File: src/rtl/seq_generator.sv
// Serial pattern generator: shifts a captured pattern out MSB first, rep_i+1 times,
// with a valid/ready handshake, abort and a done pulse after the final bit.
module seq_generator #(
    parameter int unsigned PATTERN_W = 12,
    parameter int unsigned REPEAT_W  = 4
) (
    input  logic                 clk,
    input  logic                 reset,
    input  logic                 start_i,
    input  logic [PATTERN_W-1:0] pat_i,
    input  logic [REPEAT_W-1:0]  rep_i,
    input  logic                 ready_i,
    input  logic                 abort_i,
    output logic                 x_o,
    output logic                 valid_o,
    output logic                 last_o,
    output logic                 busy_o,
    output logic                 done_o
);

    localparam int unsigned IdxW = $clog2(PATTERN_W);
    localparam logic [IdxW-1:0] IdxLast = IdxW'(PATTERN_W - 1);

    typedef enum logic {StIdle, StSend} state_e;

    state_e                state_q, state_d;
    logic [PATTERN_W-1:0]  pat_q, pat_d;
    logic [PATTERN_W-1:0]  shreg_q, shreg_d;
    logic [IdxW-1:0]       idx_q, idx_d;
    logic [REPEAT_W-1:0]   rep_q, rep_d;
    logic                  x_q, x_d;
    logic                  valid_q, valid_d;
    logic                  last_q, last_d;
    logic                  busy_q, busy_d;
    logic                  done_q, done_d;
    logic [IdxW-1:0]       idx_inc;

    assign idx_inc = idx_q + IdxW'(1);

    always_comb begin
        state_d = state_q;
        pat_d   = pat_q;
        shreg_d = shreg_q;
        idx_d   = idx_q;
        rep_d   = rep_q;
        x_d     = x_q;
        valid_d = valid_q;
        last_d  = last_q;
        busy_d  = busy_q;
        done_d  = 1'b0;
        unique case (state_q)
            StIdle: begin
                x_d     = 1'b0;
                valid_d = 1'b0;
                last_d  = 1'b0;
                busy_d  = 1'b0;
                // abort outranks start even while idle
                if (start_i && !abort_i) begin
                    state_d = StSend;
                    pat_d   = pat_i;
                    shreg_d = pat_i;
                    idx_d   = '0;
                    rep_d   = rep_i;
                    x_d     = pat_i[PATTERN_W-1];
                    valid_d = 1'b1;
                    busy_d  = 1'b1;
                end
            end
            StSend: begin
                if (abort_i) begin
                    state_d = StIdle;
                    x_d     = 1'b0;
                    valid_d = 1'b0;
                    last_d  = 1'b0;
                    busy_d  = 1'b0;
                end else if (ready_i) begin
                    if (last_q) begin
                        state_d = StIdle;
                        x_d     = 1'b0;
                        valid_d = 1'b0;
                        last_d  = 1'b0;
                        busy_d  = 1'b0;
                        done_d  = 1'b1;
                    end else if (idx_q == IdxLast) begin
                        // copy boundary: reload, next copy's MSB follows with no gap
                        shreg_d = pat_q;
                        idx_d   = '0;
                        rep_d   = rep_q - REPEAT_W'(1);
                        x_d     = pat_q[PATTERN_W-1];
                        last_d  = 1'b0;
                    end else begin
                        shreg_d = shreg_q << 1;
                        idx_d   = idx_inc;
                        x_d     = shreg_q[PATTERN_W-2];
                        last_d  = (idx_inc == IdxLast) && (rep_q == '0);
                    end
                end
            end
            default: state_d = StIdle;
        endcase
    end

    always_ff @(posedge clk) begin
        if (reset) begin
            state_q <= StIdle;
            pat_q   <= '0;
            shreg_q <= '0;
            idx_q   <= '0;
            rep_q   <= '0;
            x_q     <= 1'b0;
            valid_q <= 1'b0;
            last_q  <= 1'b0;
            busy_q  <= 1'b0;
            done_q  <= 1'b0;
        end else begin
            state_q <= state_d;
            pat_q   <= pat_d;
            shreg_q <= shreg_d;
            idx_q   <= idx_d;
            rep_q   <= rep_d;
            x_q     <= x_d;
            valid_q <= valid_d;
            last_q  <= last_d;
            busy_q  <= busy_d;
            done_q  <= done_d;
        end
    end

    assign x_o     = x_q;
    assign valid_o = valid_q;
    assign last_o  = last_q;
    assign busy_o  = busy_q;
    assign done_o  = done_q;

endmodule

File: config.mk
export PLATFORM = sky130hd
export DESIGN_NAME = seq_generator
export DESIGN_NICKNAME = d
export VERILOG_FILES = /design/src/rtl/seq_generator.sv
export SDC_FILE = /design/constraint.sdc
export NUM_CORES = 1
export LEC_CHECK = 0
export CAP_MARGIN = 10
export CORE_ASPECT_RATIO = 2
export CORE_MARGIN = 8
export CORE_UTILIZATION = 35
export CTS_BUF_LIST = sky130_fd_sc_hd__clkbuf_4 sky130_fd_sc_hd__clkbuf_8
export CTS_CLUSTER_SIZE = 12
export DETAILED_ROUTE_END_ITERATION = 7
export PLACE_DENSITY_LB_ADDON = 0.15
export SETUP_SLACK_MARGIN = 0.05
export SLEW_MARGIN = 20
export SYNTH_ARGS = -nofsm -noshare
export SYNTH_HDL_FRONTEND = slang
export SYNTH_SLANG_ARGS = --single-unit
File: constraint.sdc
create_clock -name clk -period 2.34 [get_ports clk]
set_input_delay 0.351 -clock clk [delete_from_list [all_inputs] [get_ports clk]]
set_output_delay 0.351 -clock clk [all_outputs]
set_load 0.005 [all_outputs]
==> results of run 1 <==
[worst min-delay path, stage by stage (launching register included)]
cell     delay (ns)
dfxtp_1        0.31
nand2_1        0.05
a21oi_1        0.05
[placed cells by master (no fill, tap or decap), drive strengths merged]
master         synthesis  routed
or3b                   2       2
nand3b                 1       1
mux2i                 12      12
a22oi                  1       1
o211ai                 1       1
or4                    1       1
a211oi                 1       1
clkinv                 0       1
nand4bb                1       1
o31ai                  1       1
nand4b                 1       1
clkdlybuf4s50          0      25
inv                    5       5
buf                    9       8
ha                     4       4
bufinv                 0       1
clkinvlp               0       1
nand3                  3       3
mux2                   1       1
a31oi                  2       2
and2                   1       1
a21oi                 31      31
or4b                   1       1
a31o                   1       1
nor3b                  2       2
nor2b                  2       2
o21ai                  5       5
and4bb                 1       1
dfxtp                 36      36
nor4                   1       1
nor2                  24      24
a222oi                 1       1
clkbuf                 5       5
nand2                 40      40
nand2b                 2       2
o22ai                  1       1
nor3                   3       3
a211o                 10      10
xor2                   1       1
[final cells by class]
type,count,area (µm²)
Clock buffer,5,68.8
Clock inverter,3,42.5
Fill cell,521,2830
Inverter,5,18.8
Multi-Input combinational cell,159,968
Sequential cell,36,721
Tap cell,58,72.6
Timing Repair Buffer,33,323
[report_power, final]
group	leakage, nW	switching, mW	internal (mW)	total, mW
sequential	0.294	0.0206	0.640	0.660
combinational	0.556	0.0819	0.0878	0.170
clock	0.0541	0.233	0.315	0.549
[flip-flops by register name, summed over array words and instances (netlist names)]
| name | count |
|---|---|
| pat_q | 12 |
| shreg_q | 11 |
| idx_q | 4 |
| rep_q | 4 |
| busy_o | 1 |
| done_o | 1 |
| last_o | 1 |
| state_q | 1 |
| x_o | 1 |
[synth_stat cells (2+ instances only)]
cell type / instances
a211o_1: 10
a21oi_1: 31
a31oi_1: 2
buf_2: 4
buf_4: 2
buf_6: 2
clkbuf_1: 5
dfxtp_1: 36
ha_1: 4
inv_1: 5
mux2i_1: 12
nand2_1: 40
nand2b_1: 2
nand3_1: 3
nor2_1: 23
nor2b_1: 2
nor3_1: 3
o21ai_0: 2
o21ai_1: 2
or3b_1: 2
[through the flow]
step / cells / area (µm²)
final: 299 / 2210
after global routing: 299 / 2210
after CTS: 299 / 2210
after detailed placement: 291 / 2100
after global placement: 291 / 2100
after floorplan: 214 / 1790
[logic make-up (layout without fill, tap and decap cells)]
group,count (synthesis),count (layout),share of synthesized area
compound gates,55,55,0.190
flops,36,36,0.403
simple gates,86,86,0.246
mux,13,13,0.0735
xor+xnor,1,1,0.00490
fa+ha+maj,4,4,0.0280
buf+inv,19,46,0.0553
[path summary, 6_finish.rpt]
| check | end | slack, ns | cells after the start |
|---|---|---|---|
| max | x_o$_SDFFE_PP0P_ | 0.50 | 5 |
| min | pat_q[9]$_SDFFE_PP0P_ | 0.46 | 2 |
| max reg2reg | x_o$_SDFFE_PP0P_ | 0.50 | 5 |
| min reg2reg | pat_q[9]$_SDFFE_PP0P_ | 0.46 | 2 |
[routing by layer]
layer  share of wire  global-route usage  vias to the layer above
li1                -                   -                      793
met1            0.46               0.136                      696
met2            0.48               0.189                       29
met3           0.040              0.0343                        5
met4           0.018              0.0545                        0
met5               0                   0                        -
==> impl_metrics.tcl, run 1 <==
set metrics [dict create \
    period_minus_slack_ns 1.84 \
    finalCritPeriodShare 0.787 \
    startpoint_type "flop" \
    cts.clk_slew.worst_paths_ns 0.08 \
    floorplan_die_height_um 117 \
    finalWorstSetupSlack_ns 0.497 \
    worstPathCellList "ha_1 -> nand3b_4 -> mux2_1 -> a222oi_1 -> nor4_1" \
    postCtsResizedCells 0 \
    timing.setup.tns_ns 0 \
    area.growth.synth_to_final_pct 23.9 \
    clock-root-buffer "clkbuf_8" \
    critical_path.reg2reg.startpoint "idx_q[0]$_SDFFE_PP0P_" \
    cts-hold-fix-buffers 0 \
    worst_slew_margin_rel 0.567 \
    cts_tree "done" \
    tightest_slew_ns 0.649 \
    finalCoreUtilization 0.439 \
    synth_top_flop_cell "dfxtp_1" \
    ys_ff_latch 36 \
    antenna_left 0 \
    io_buffers 25 \
    number_of_global_route_vias_before_repair 1587 \
    netlist.area_leader.share 0.403 \
    synth.net_count 239 \
    via_count 1523 \
    cts_htree_levels 2 \
    path_max_fanout 8 \
    drc 0 \
    ys.warnings.count 0 \
    power.density_cell_area_nw_per_um2 623 \
    finish.net_count 265 \
    routability_cong 0.748 \
    max_cap_viol_count 0 \
    initial_core_util 0.354 \
    cts.sinks 36 \
    timing.hold.worst.start "pat_q[9]$_SDFFE_PP0P_" \
    worstSkewPairLatency_ns 0.29 \
    netlist_instances 214 \
    path_class "flop to flop" \
    floorplan.die_area_um2 7790 \
    cts_post_setup_buffers_inserted 0 \
    via_per_inst 5.09 \
    timing.critical_path.slowest_cell_delay_ns 0.42 \
    timing.critical_path.arrival_ns 2.00 \
    design.core.area_um2 5050 \
    clock_tree.buffer_depth 2 \
    drt_pass1_iterations 6 \
    critical_path.startpoint "idx_q[0]$_SDFFE_PP0P_" \
    post_synth_instance_area_um2 1790 \
    synthDominantAreaCellType "dfxtp_1" \
    pin_count 26 \
    syn_avg_cell_area_um2 8.35 \
    wl_per_cell_um 13.9 \
    timing.clock.skew_ns 0.0104 \
    hold_fails_final_rpt 0 \
    gr-total-overflow 0 \
    cp_top_family "flip-flops" \
    final_max_slew_viol_count 0 \
    antenna_cells 0 \
    worst_path_max_delay_cell "dfxtp_1" \
    critical_path.n_buffers_inverters 0 \
    leak_nw 0.904 \
    timing.final.setup_violations 0 \
    hp-class "flop to flop" \
    post_route_cells_drive_above_1_share 0.0913 \
    grt_start_max_net_pins 25 \
    tritoncts.num_buffers 5 \
    status "complete, no violations" \
    dr.first_iter.drc_count 60 \
    synthArstFlopShare 0 \
    die_width_um 66.5 \
    routed_wirelength_um 4160 \
    grt.total_usage 0.117 \
    fmax_ghz 0.543 \
    totalPowerFinal_mw 1.38 \
    dp_slack_ns 0.332 \
    synth-edff-count 0 \
    rsz_0062_raised_after_global_routing "no" \
    antenna_violations_before_repair 0 \
    netlist_top_cells_area "dfxtp_1, a21oi_1, nand2_1" \
    hold-worst-slack_ns 0.456 \
    core.rowCount 37 \
    cp-end-kind "flop" \
    irDropWorstVdd_v 0.000458 \
    worst_ep_required_time_ns 2.50 \
    synth_cell_types 42 \
    seq_area_frac_synth 0.403 \
    detailedPlacementHpwl_um 2890 \
    global_route_wire_length_before_repair_um 7250 \
]
No activity file was read; power rests on OpenSTA's default activity.
==> run 2, diff against run 1 <==
- clock period: 2.34 -> 1.5 ns (I/O delays scaled with it)
==> run 2 against run 1 <==
Wire length rose by 3.4%. Clock-buffer cell count rose by 1. Largest cell class unchanged. Register-to-register slack got worse by 0.42 ns. Highest routed layer unchanged.
==> impl_metrics.tcl, run 2 (synthesis gave the netlist of run 1 again) <==
set metrics [dict create \
    status "complete, no violations" \
    rr_worst_depth 6 \
    hold_depth 3 \
    number_of_global_route_vias_before_repair 1544 \
    final_cell_mix "nand2_1, dfxtp_1, a21oi_1" \
    pin_count 26 \
    die_width_um 66.5 \
    routability_cong 0.756 \
    cts_tree "done" \
    global_route_wire_length_before_repair_um 7200 \
    path_max_fanout 12 \
    core.rowCount 37 \
    detailedPlacementHpwl_um 2860 \
    finalCoreUtilization 0.475 \
    switching_power_uw 525 \
    irDropWorstVdd_v 0.000693 \
    clock-root-buffer "clkbuf_8" \
    tightest_slew_ns 0.275 \
    timing.critical_path.arrival_ns 1.65 \
    dr.first_iter.drc_count 83 \
    design.core.area_um2 5050 \
    leak_nw 1.01 \
    floorplan.die_area_um2 7790 \
    cts_htree_levels 2 \
    regMostFlops "pat_q" \
    routed_wirelength_um 4300 \
    timing.clock.skew_ns 0.00441 \
    period_minus_slack_ns 1.42 \
    cts-hold-fix-buffers 0 \
    sw_frac_of_total 0.240 \
    worstSkewPairLatency_ns 0.29 \
    tritoncts.num_buffers 5 \
    hp-class "input port to flop" \
    finish.net_count 279 \
    power.density_cell_area_nw_per_um2 913 \
    hold_fails_final_rpt 0 \
    totalPowerFinal_mw 2.19 \
    biggestRegsByFlops "pat_q x12, shreg_q x11" \
    cts.sinks 36 \
    finalCritPeriodShare 0.950 \
    initial_core_util 0.354 \
    drc 0 \
    post_route_cells_drive_above_1_share 0.180 \
    grt.total_usage 0.117 \
    grt_start_max_net_pins 36 \
    cp-end-kind "flop" \
    clock_tree.buffer_depth 2 \
    power.share.sequential 0.469 \
    fmax_ghz 0.702 \
    cts.clk_slew.worst_paths_ns 0.08 \
    flip_flop_count_of_the_largest_register_all_copies_and_words_added 12 \
    power_frac_clock 0.398 \
    path_class "flop to flop" \
    timing.final.setup_violations 0 \
    floorplan_die_height_um 117 \
    startpoint_type "flop" \
    layout_commonest_cell "nand2_1" \
    io_buffers 25 \
    worst_slew_margin_rel 0.816 \
    wl_per_cell_um 13.7 \
    max_cap_viol_count 0 \
    final_max_slew_viol_count 0 \
    antenna_left 0 \
    area.growth.synth_to_final_pct 34.1 \
    via_count 1620 \
    gr-total-overflow 0 \
    internal_power_mw 1.66 \
    antenna_cells 0 \
    worst_ep_required_time_ns 1.72 \
    antenna_violations_before_repair 0 \
    final.fill_count 500 \
    drt_pass1_iterations 4 \
    share_comb_of_total_power 0.134 \
    rsz_0062_raised_after_global_routing "yes" \
    via_per_inst 5.18 \
]
run 2: cell types whose count changed in the layout (fill, tap and decap cells not counted), moves of 2 or more:
cell             delta
buf_4              +10
dfxtp_1             -4
dfxtp_2             +4
clkdlybuf4s50_1     -3
a21oi_1             -2
a21oi_2             +2
buf_12              +2
buf_6               +2
dlymetal6s2s_1      +2
run 2: metal layers:
metal | up-vias | GRT usage | part of all wire
met2 | 32 | 0.185 | 0.49
met1 | 758 | 0.142 | 0.44
met5 | - | 0 | 0
met4 | 0 | 0.0473 | 0.017
met3 | 7 | 0.0353 | 0.049
li1 | 823 | - | -
run 2: path summary, 6_finish.rpt:
path | endpoint | startpoint | slack [ns]
hold reg to reg | pat_q[8]$_SDFFE_PP0P_ | pat_q[8]$_SDFFE_PP0P_ | 0.46
hold / removal | x_o$_SDFFE_PP0P_ | abort_i | 0.38
setup reg to reg | shreg_q[1]$_SDFFE_PP0P_ | idx_q[1]$_SDFFE_PP0P_ | 0.08
setup / recovery | shreg_q[1]$_SDFFE_PP0P_ | idx_q[1]$_SDFFE_PP0P_ | 0.08
run 2: final cells by class:
class | instances | area, µm² | share of cell area
timing repair buffer | 47 | 464 | 0.194
multi-input combinational | 159 | 1010 | 0.419
sequential | 36 | 726 | 0.303
clock inverter | 2 | 35.0 | 0.0146
tap | 58 | 72.6 | 0.0303
inverter | 5 | 18.8 | 0.00782
clock buffer | 6 | 76.3 | 0.0318
run 2: critical path, stage by stage, from the launching register on:
cell and delay, ns:
dfxtp_2 0.36, ha_4 0.17, nand3b_4 0.11, buf_12 0.17
mux2i_2 0.14, a211o_1 0.30, a21oi_2 0.12
run 2: through the flow:
stage	instance area [µm²]	hold slack, ns	setup WS, ns	setup TNS, ns	std cells
finish	2400	0.382	0.0752	0	313
global route	2400	0.395	-0.000199	-0.000199	313
CTS	2330	0.458	0.0466	0	311
detailed placement	2220	0.448	-0.262	-5.35	303
global placement	2220	0.442	-0.236	-4.89	303
floorplan	1800	0.304	0.0628	0	214
run 2: timing repair:
item                                   CTS  global route
buffers inserted                         0             2
gates resized for setup                  2            14
endpoints found under the hold margin    0             0
setup endpoints to repair                6            18
pin swaps                                4             3
run 2: power by group through the flow:
| stage | combinational [mW] | sequential, mW | clock (mW) |
|---|---|---|---|
| floorplan | 0.162 | 1.04 | 0 |
| finish | 0.293 | 1.03 | 0.871 |
| global placement | 0.284 | 1.05 | 0 |
| CTS | 0.288 | 1.02 | 0.898 |
| global route | 0.327 | 1.03 | 0.940 |
| detailed placement | 0.287 | 1.05 | 0 |
